--- src/rtl/idma_legalizer_r_axi_w_obi.sv ---
// Splits a 1D iDMA transfer into page-bounded AXI4 read bursts and per-word OBI writes.
// Optional: define IDMA_LEGALIZER_W_OBI_BEAT_CNT_EN to add the w_beats_o issued-word counter.
module idma_legalizer_r_axi_w_obi #(
  parameter int unsigned DataWidth = 32,
  parameter int unsigned AddrWidth = 32,
  parameter int unsigned LenWidth  = 32,
  parameter int unsigned IdWidth   = 2,
  localparam int unsigned StrbWidth = DataWidth / 8,
  localparam int unsigned OffW      = $clog2(StrbWidth)
) (
  input  logic                 clk_i,
  input  logic                 rst_ni,
  input  logic [LenWidth-1:0]  req_len_i,
  input  logic [AddrWidth-1:0] req_src_i,
  input  logic [AddrWidth-1:0] req_dst_i,
  input  logic [IdWidth-1:0]   req_id_i,
  input  logic                 valid_i,
  output logic                 ready_o,
  output logic [AddrWidth-1:0] ar_addr_o,
  output logic [7:0]           ar_len_o,
  output logic [IdWidth-1:0]   ar_id_o,
  output logic [OffW-1:0]      ar_offset_o,
  output logic                 ar_valid_o,
  input  logic                 ar_ready_i,
  output logic [AddrWidth-1:0] w_addr_o,
  output logic [StrbWidth-1:0] w_be_o,
  output logic                 w_last_o,
  output logic                 w_valid_o,
  input  logic                 w_ready_i,
`ifdef IDMA_LEGALIZER_W_OBI_BEAT_CNT_EN
  output logic [LenWidth-1:0]  w_beats_o,
`endif
  input  logic                 flush_i,
  input  logic                 kill_i,
  output logic                 r_busy_o,
  output logic                 w_busy_o
);

  localparam int unsigned PageSize = (256 * StrbWidth < 4096) ? 256 * StrbWidth : 4096;
  localparam int unsigned PageW    = $clog2(PageSize);
  localparam int unsigned XW       = LenWidth + 1;

  logic [AddrWidth-1:0] r_addr, w_addr;
  logic [LenWidth-1:0]  r_rem, w_rem;
  logic                 r_busy, w_busy;
  logic [IdWidth-1:0]   id;

  logic [XW-1:0] r_rem_x, r_page_left, rb;
  logic [XW-1:0] w_rem_x, w_word_left, w_off_x, wb;
  logic          accept, ar_hs, w_hs;

  assign ready_o  = !r_busy && !w_busy && !flush_i;
  assign accept   = valid_i && ready_o;
  assign r_busy_o = r_busy;
  assign w_busy_o = w_busy;

  assign ar_valid_o  = r_busy && !flush_i;
  assign ar_addr_o   = {r_addr[AddrWidth-1:OffW], OffW'(0)};
  assign ar_id_o     = id;
  assign ar_offset_o = r_addr[OffW-1:0];
  assign ar_hs       = ar_valid_o && ar_ready_i;

  assign w_valid_o = w_busy && !flush_i;
  assign w_addr_o  = {w_addr[AddrWidth-1:OffW], OffW'(0)};
  assign w_hs      = w_valid_o && w_ready_i;

  // Burst never crosses a page; beat count includes the leading misalignment.
  always_comb begin
    r_rem_x     = {1'b0, r_rem};
    r_page_left = XW'(PageSize) - XW'(r_addr[PageW-1:0]);
    rb          = (r_rem_x < r_page_left) ? r_rem_x : r_page_left;
    ar_len_o    = 8'((rb + XW'(r_addr[OffW-1:0]) - XW'(1)) >> OffW);
  end

  always_comb begin
    w_rem_x     = {1'b0, w_rem};
    w_off_x     = XW'(w_addr[OffW-1:0]);
    w_word_left = XW'(StrbWidth) - w_off_x;
    wb          = (w_rem_x < w_word_left) ? w_rem_x : w_word_left;
    w_last_o    = (w_rem_x == wb);
    w_be_o      = '0;
    for (int i = 0; i < StrbWidth; i++) begin
      w_be_o[i] = (XW'(i) >= w_off_x) && (XW'(i) < w_off_x + wb);
    end
  end

  // Acceptance only happens when idle, so it can never collide with an abort.
  always_ff @(posedge clk_i or negedge rst_ni) begin
    if (!rst_ni) begin
      r_addr <= '0;
      w_addr <= '0;
      r_rem  <= '0;
      w_rem  <= '0;
      r_busy <= 1'b0;
      w_busy <= 1'b0;
      id     <= '0;
    end else if (accept) begin
      r_addr <= req_src_i;
      w_addr <= req_dst_i;
      r_rem  <= req_len_i;
      w_rem  <= req_len_i;
      r_busy <= (req_len_i != '0);
      w_busy <= (req_len_i != '0);
      id     <= req_id_i;
    end else if (kill_i) begin
      r_busy <= 1'b0;
      w_busy <= 1'b0;
    end else begin
      if (ar_hs) begin
        r_addr <= r_addr + AddrWidth'(rb);
        r_rem  <= r_rem - LenWidth'(rb);
        if (r_rem_x == rb) r_busy <= 1'b0;
      end
      if (w_hs) begin
        w_addr <= w_addr + AddrWidth'(wb);
        w_rem  <= w_rem - LenWidth'(wb);
        if (w_last_o) w_busy <= 1'b0;
      end
    end
  end

`ifdef IDMA_LEGALIZER_W_OBI_BEAT_CNT_EN
  logic [LenWidth-1:0] w_beats;
  assign w_beats_o = w_beats;

  always_ff @(posedge clk_i or negedge rst_ni) begin
    if (!rst_ni) begin
      w_beats <= '0;
    end else if (accept) begin
      w_beats <= '0;
    end else if (!kill_i && w_hs) begin
      w_beats <= w_beats + LenWidth'(1);
    end
  end
`endif

endmodule
--- config.mk ---
export PLATFORM = sky130hd
export DESIGN_NAME = idma_legalizer_r_axi_w_obi
export DESIGN_NICKNAME = d
export VERILOG_FILES = /design/src/rtl/idma_legalizer_r_axi_w_obi.sv
export SDC_FILE = /design/constraint.sdc
export NUM_CORES = 1
export LEC_CHECK = 0
export ABC_AREA = 0
export CORE_ASPECT_RATIO = 1.2
export CORE_MARGIN = 2
export CORE_UTILIZATION = 45
export DETAILED_ROUTE_END_ITERATION = 8
export HOLD_SLACK_MARGIN = 0.15
export PLACE_DENSITY_LB_ADDON = 0.2
export SLEW_MARGIN = 30
export SYNTH_ARGS = -nofsm -noshare
export SYNTH_HDL_FRONTEND = slang
export SYNTH_SLANG_ARGS = --single-unit
--- constraint.sdc ---
create_clock -name clk_i -period 12.1 [get_ports clk_i]
set_clock_uncertainty 0.2 [all_clocks]
set_input_delay 2.42 -clock clk_i [delete_from_list [all_inputs] [get_ports clk_i]]
set_output_delay 2.42 -clock clk_i [all_outputs]
set_load 0.005 [all_outputs]
==> metrics.txt <==
# TYPE chip_impl_metric gauge
chip_impl_metric{name="fill_cells",unit=""} 2222
chip_impl_info{name="synthMostInstantiatedCell",value="sky130_fd_sc_hd__dfrtp_1"} 1
chip_impl_metric{name="max-cap-violations",unit=""} 0
chip_impl_metric{name="p_int",unit="mW"} 2.098
chip_impl_metric{name="timing.final.hold_violations",unit=""} 0
chip_impl_metric{name="postCtsHoldBufs",unit=""} 0
chip_impl_metric{name="detailed_place_hpwl",unit="µm"} 22630
chip_impl_metric{name="dieArea",unit="µm²"} 25340
chip_impl_metric{name="sw_frac_of_total",unit="%"} 41.66
chip_impl_info{name="synth.cells.most_frequent",value="sky130_fd_sc_hd__dfrtp_1, sky130_fd_sc_hd__nand2_1, sky130_fd_sc_hd__o21ai_0"} 1
chip_impl_metric{name="fmax",unit="GHz"} 0.1113
chip_impl_metric{name="max-clock-path-buffers",unit=""} 2
chip_impl_metric{name="cts.sinks",unit=""} 132
chip_impl_metric{name="leakage",unit="nW"} 5.977
chip_impl_metric{name="power_per_cell_area",unit="nW/µm²"} 264.2
chip_impl_metric{name="synthesis.instances",unit=""} 1259
chip_impl_metric{name="total_switching_power",unit="mW"} 1.498
chip_impl_info{name="clock_tree_from_tritoncts",value="done"} 1
chip_impl_metric{name="route.vias.total",unit=""} 10160
chip_impl_metric{name="clock_insertion_delay_worst_skew",unit="ns"} 0.43
chip_impl_metric{name="post_cts_resized",unit=""} 0
chip_impl_metric{name="portion_of_the_post_synthesis_area_used_by_sequential_elements",unit="%"} 30.49
chip_impl_info{name="status",value="finished, final reports clean"} 1
chip_impl_metric{name="finish.net_count",unit=""} 1659
chip_impl_metric{name="detail_route.drc_violations",unit=""} 0
chip_impl_metric{name="final_setup_margin",unit="ns"} 3.114
chip_impl_metric{name="worst_slew_margin_rel",unit="%"} 37.70
chip_impl_metric{name="final_area",unit="µm²"} 13610
chip_impl_metric{name="critPathMaxFanout",unit=""} 16
chip_impl_metric{name="post-route-util",unit="%"} 57.15
chip_impl_info{name="crit_type",value="reg -> out"} 1
chip_impl_metric{name="netlist-cell-type-count",unit=""} 70
chip_impl_metric{name="rows",unit=""} 62
chip_impl_metric{name="fin_hold_ws",unit="ns"} 0.2755
chip_impl_info{name="synthFlopType",value="sky130_fd_sc_hd__dfrtp_1"} 1
chip_impl_metric{name="clock_power_share",unit="%"} 16.4
chip_impl_metric{name="layoutNonFillerInstCount",unit=""} 1779
chip_impl_metric{name="detailedRoute.firstIterationViolations",unit=""} 510
chip_impl_metric{name="n_antenna_cell",unit=""} 0
chip_impl_info{name="critical_path.reg2reg.startpoint",value="r_addr[2]$_DFFE_PN0P_"} 1
chip_impl_metric{name="timing.final.max_slew_violations",unit=""} 0
chip_impl_info{name="grt_setup_unrepaired",value="no"} 1
chip_impl_metric{name="top_level_ports",unit=""} 191
chip_impl_metric{name="proportion_of_netlist_area_held_by_the_largest_area_contributor",unit="%"} 30.49
chip_impl_metric{name="port_buffers",unit=""} 186
chip_impl_metric{name="postSynthRegisterBits",unit=""} 132
chip_impl_metric{name="grt_start_max_net_pins",unit=""} 74
chip_impl_metric{name="place_ws",unit="ns"} 3.560
chip_impl_metric{name="antenna_violations_before_repair",unit=""} 0
chip_impl_metric{name="post_synth_instance_area",unit="µm²"} 10830
chip_impl_metric{name="via_count_of_the_first_global_routing_pass",unit=""} 10001
chip_impl_metric{name="floorplan.die.width",unit="µm"} 145.6
chip_impl_info{name="worstSetupStartpoint",value="r_addr[2]$_DFFE_PN0P_"} 1
chip_impl_info{name="type_of_the_worst_min_delay_path",value="reg -> reg"} 1
chip_impl_metric{name="grt_remaining_overflow",unit=""} 0
chip_impl_metric{name="cp_required",unit="ns"} 9.48
chip_impl_metric{name="cts_bufs_inserted",unit=""} 17
chip_impl_info{name="start_kind",value="flip-flop"} 1
chip_impl_info{name="clk_root_buffer_cell",value="sky130_fd_sc_hd__clkbuf_16"} 1
chip_impl_metric{name="drive_above_1_share",unit="%"} 5.072
chip_impl_metric{name="ir_drop",unit="mV"} 0.1242
chip_impl_metric{name="placeableCoreArea",unit="µm²"} 23820
chip_impl_metric{name="share_of_total_power_in_combinational_logic",unit="%"} 62.0
chip_impl_metric{name="flow.area_growth_from_synthesis",unit="%"} 25.61
chip_impl_metric{name="final_min_period_over_clock_period",unit="%"} 74.27
chip_impl_metric{name="routed_wirelength",unit="µm"} 30630
chip_impl_metric{name="async_flop_share",unit="%"} 100.0
chip_impl_metric{name="synth_edf_count",unit=""} 0
chip_impl_metric{name="avgRoutedWirePerCell",unit="µm"} 17.22
chip_impl_metric{name="post-layout-total-power",unit="mW"} 3.596
chip_impl_metric{name="cts.clk_slew.worst_paths",unit="ns"} 0.06
chip_impl_metric{name="synth_warnings",unit=""} 0
chip_impl_metric{name="grt_first_pass_wirelength",unit="µm"} 50690
chip_impl_metric{name="synth_area_per_cell",unit="µm²"} 8.605
chip_impl_metric{name="gp_congestion",unit=""} 0.9108
chip_impl_metric{name="worstPathArrival",unit="ns"} 6.37
chip_impl_metric{name="buffer_count_from_post_cts_setup_fixing",unit=""} 0
chip_impl_metric{name="vias_per_cell",unit=""} 5.711
chip_impl_metric{name="start_util",unit="%"} 45.49
chip_impl_metric{name="antenna_left",unit=""} 0
chip_impl_metric{name="gr-usage-all-layers",unit="%"} 24.46
chip_impl_info{name="ys_top_cells_by_area",value="sky130_fd_sc_hd__dfrtp_1, sky130_fd_sc_hd__ha_1, sky130_fd_sc_hd__o21ai_0"} 1
chip_impl_metric{name="ctsHtreeMaxLevel",unit=""} 4
chip_impl_metric{name="finalWorstPathRequiredPeriod",unit="ns"} 8.986
chip_impl_metric{name="setup_violations",unit=""} 0
chip_impl_metric{name="dp_cells",unit=""} 1747
chip_impl_info{name="crit_path_end_kind",value="output port"} 1
chip_impl_info{name="min-delay-start",value="ar_id_o[1]$_DFFE_PN0P_"} 1
chip_impl_metric{name="seqPwrFrac",unit="%"} 21.6
chip_impl_metric{name="timing.setup.tns",unit="ns"} 0
chip_impl_metric{name="dieHeight",unit="µm"} 174.0
chip_impl_info{name="leading_area_contributor_after_synthesis",value="sky130_fd_sc_hd__dfrtp_1"} 1
chip_impl_metric{name="placed_cell_area",unit="µm²"} 12930
chip_impl_metric{name="dr.pass1.iters",unit=""} 5
chip_impl_metric{name="worst-slew-pin-transition",unit="ns"} 0.9346
path summary, 6_finish.rpt:
| kind | to | slack (ns) | depth (start not counted) |
|---|---|---|---|
| setup / recovery | ar_len_o[7] | 3.11 | 24 |
| hold / removal | ar_id_o[1]$_DFFE_PN0P_ | 0.28 | 2 |
| setup reg to reg | r_rem[25]$_DFFE_PN0P_ | 4.77 | 22 |
| hold reg to reg | ar_id_o[1]$_DFFE_PN0P_ | 0.28 | 2 |
| max in group asynchronous | r_addr[10]$_DFFE_PN0P_ | 8.58 | 2 |
| min in group asynchronous | w_rem[29]$_DFFE_PN0P_ | 1.81 | 1 |
layout by cell type (no fill, tap or decap), types with 6 or more instances in the layout:
cell type	n
sky130_fd_sc_hd__a221o_1	14
sky130_fd_sc_hd__clkdlybuf4s50_1	185
sky130_fd_sc_hd__nor2b_1	15
sky130_fd_sc_hd__a21oi_1	77
sky130_fd_sc_hd__clkbuf_16	17
sky130_fd_sc_hd__nand4_1	7
sky130_fd_sc_hd__o31ai_1	7
sky130_fd_sc_hd__o21a_1	16
sky130_fd_sc_hd__mux2_2	9
sky130_fd_sc_hd__xnor2_1	38
sky130_fd_sc_hd__a31oi_1	7
sky130_fd_sc_hd__o311ai_0	31
sky130_fd_sc_hd__nand2_1	121
sky130_fd_sc_hd__nor4_1	12
sky130_fd_sc_hd__a211oi_1	7
sky130_fd_sc_hd__a22oi_1	52
sky130_fd_sc_hd__ha_1	102
sky130_fd_sc_hd__nand2b_1	17
sky130_fd_sc_hd__xor2_1	29
sky130_fd_sc_hd__nor3_1	20
sky130_fd_sc_hd__o21ai_0	116
sky130_fd_sc_hd__a21o_1	33
sky130_fd_sc_hd__conb_1	52
sky130_fd_sc_hd__dfrtp_1	132
sky130_fd_sc_hd__buf_4	6
sky130_fd_sc_hd__or3_1	15
sky130_fd_sc_hd__nor2_1	65
sky130_fd_sc_hd__o211ai_1	47
sky130_fd_sc_hd__or2_2	6
sky130_fd_sc_hd__nand3_1	36
sky130_fd_sc_hd__inv_1	57
metal layers:
| metal | GRT usage, % | vias up | share of wire, % |
|---|---|---|---|
| met2 | 41.92 | 225 | 49 |
| li1 | - | 5027 | - |
| met1 | 32.29 | 4874 | 45 |
| met5 | 0 | - | 0 |
| met3 | 3.281 | 34 | 4.0 |
| met4 | 7.230 | 0 | 1.9 |
layout make-up:
type	count	area, µm²	area share (%)
repair buffers	193	1928	14.17
well taps	320	400.4	2.942
multi-input cells	1045	7106	52.21
inverters	58	217.7	1.600
clock inverters	12	201.4	1.480
clock buffers	19	452.9	3.328
flip-flops and latches	132	3303	24.27
cell families (layout without fill, tap and decap cells):
kind of cell	Yosys count	after routing	share of synthesized area (%)
fa+ha+maj	107	107	12.70
xor+xnor	67	67	5.416
compound gates	450	450	27.89
mux	15	15	1.536
flops	132	132	30.49
other cells	1	52	0.03461
simple gates	354	354	16.15
buf+inv	133	282	5.786
critical path, cell delays in order (launching register included):
cell                              delay (ns)
sky130_fd_sc_hd__dfrtp_1                0.45
sky130_fd_sc_hd__nor2_1                 0.15
sky130_fd_sc_hd__nand3_1                0.13
sky130_fd_sc_hd__or3_1                  0.37
sky130_fd_sc_hd__nor4_1                 0.24
sky130_fd_sc_hd__xnor2_1                0.23
sky130_fd_sc_hd__inv_1                  0.08
sky130_fd_sc_hd__ha_1                   0.30
sky130_fd_sc_hd__a31o_2                 0.23
sky130_fd_sc_hd__a21oi_1                0.14
sky130_fd_sc_hd__nand4_1                0.59
sky130_fd_sc_hd__a21oi_1                0.57
sky130_fd_sc_hd__ha_1                   0.33
sky130_fd_sc_hd__or2_2                  0.31
sky130_fd_sc_hd__fa_1                   0.41
sky130_fd_sc_hd__nor2b_1                0.12
sky130_fd_sc_hd__o21ai_0                0.08
sky130_fd_sc_hd__nand2b_1               0.11
sky130_fd_sc_hd__a21oi_1                0.08
sky130_fd_sc_hd__nor2_1                 0.12
sky130_fd_sc_hd__o21ai_0                0.09
sky130_fd_sc_hd__nand2b_1               0.08
sky130_fd_sc_hd__a21oi_1                0.07
sky130_fd_sc_hd__xnor2_1                0.14
sky130_fd_sc_hd__clkdlybuf4s50_1        0.52
sequential cells by signal, indices dropped and copies added, names as in the netlist:
name and count:
r_busy_o 1, r_addr 32, w_addr 32, r_rem 32
ar_id_o 2, w_rem 32, w_busy_o 1
power groups by stage:
| stage | Sequential, mW | Combinational (mW) | Clock (mW) |
|---|---|---|---|
| floorplan | 0.735 | 1.55 | 0 |
| global placement | 0.775 | 2.17 | 0 |
| detailed placement | 0.781 | 2.20 | 0 |
| CTS | 0.775 | 2.22 | 0.598 |
| global route | 0.803 | 2.51 | 0.617 |
| finish | 0.776 | 2.23 | 0.590 |
Note: power is estimated with default switching activity, not from simulation.
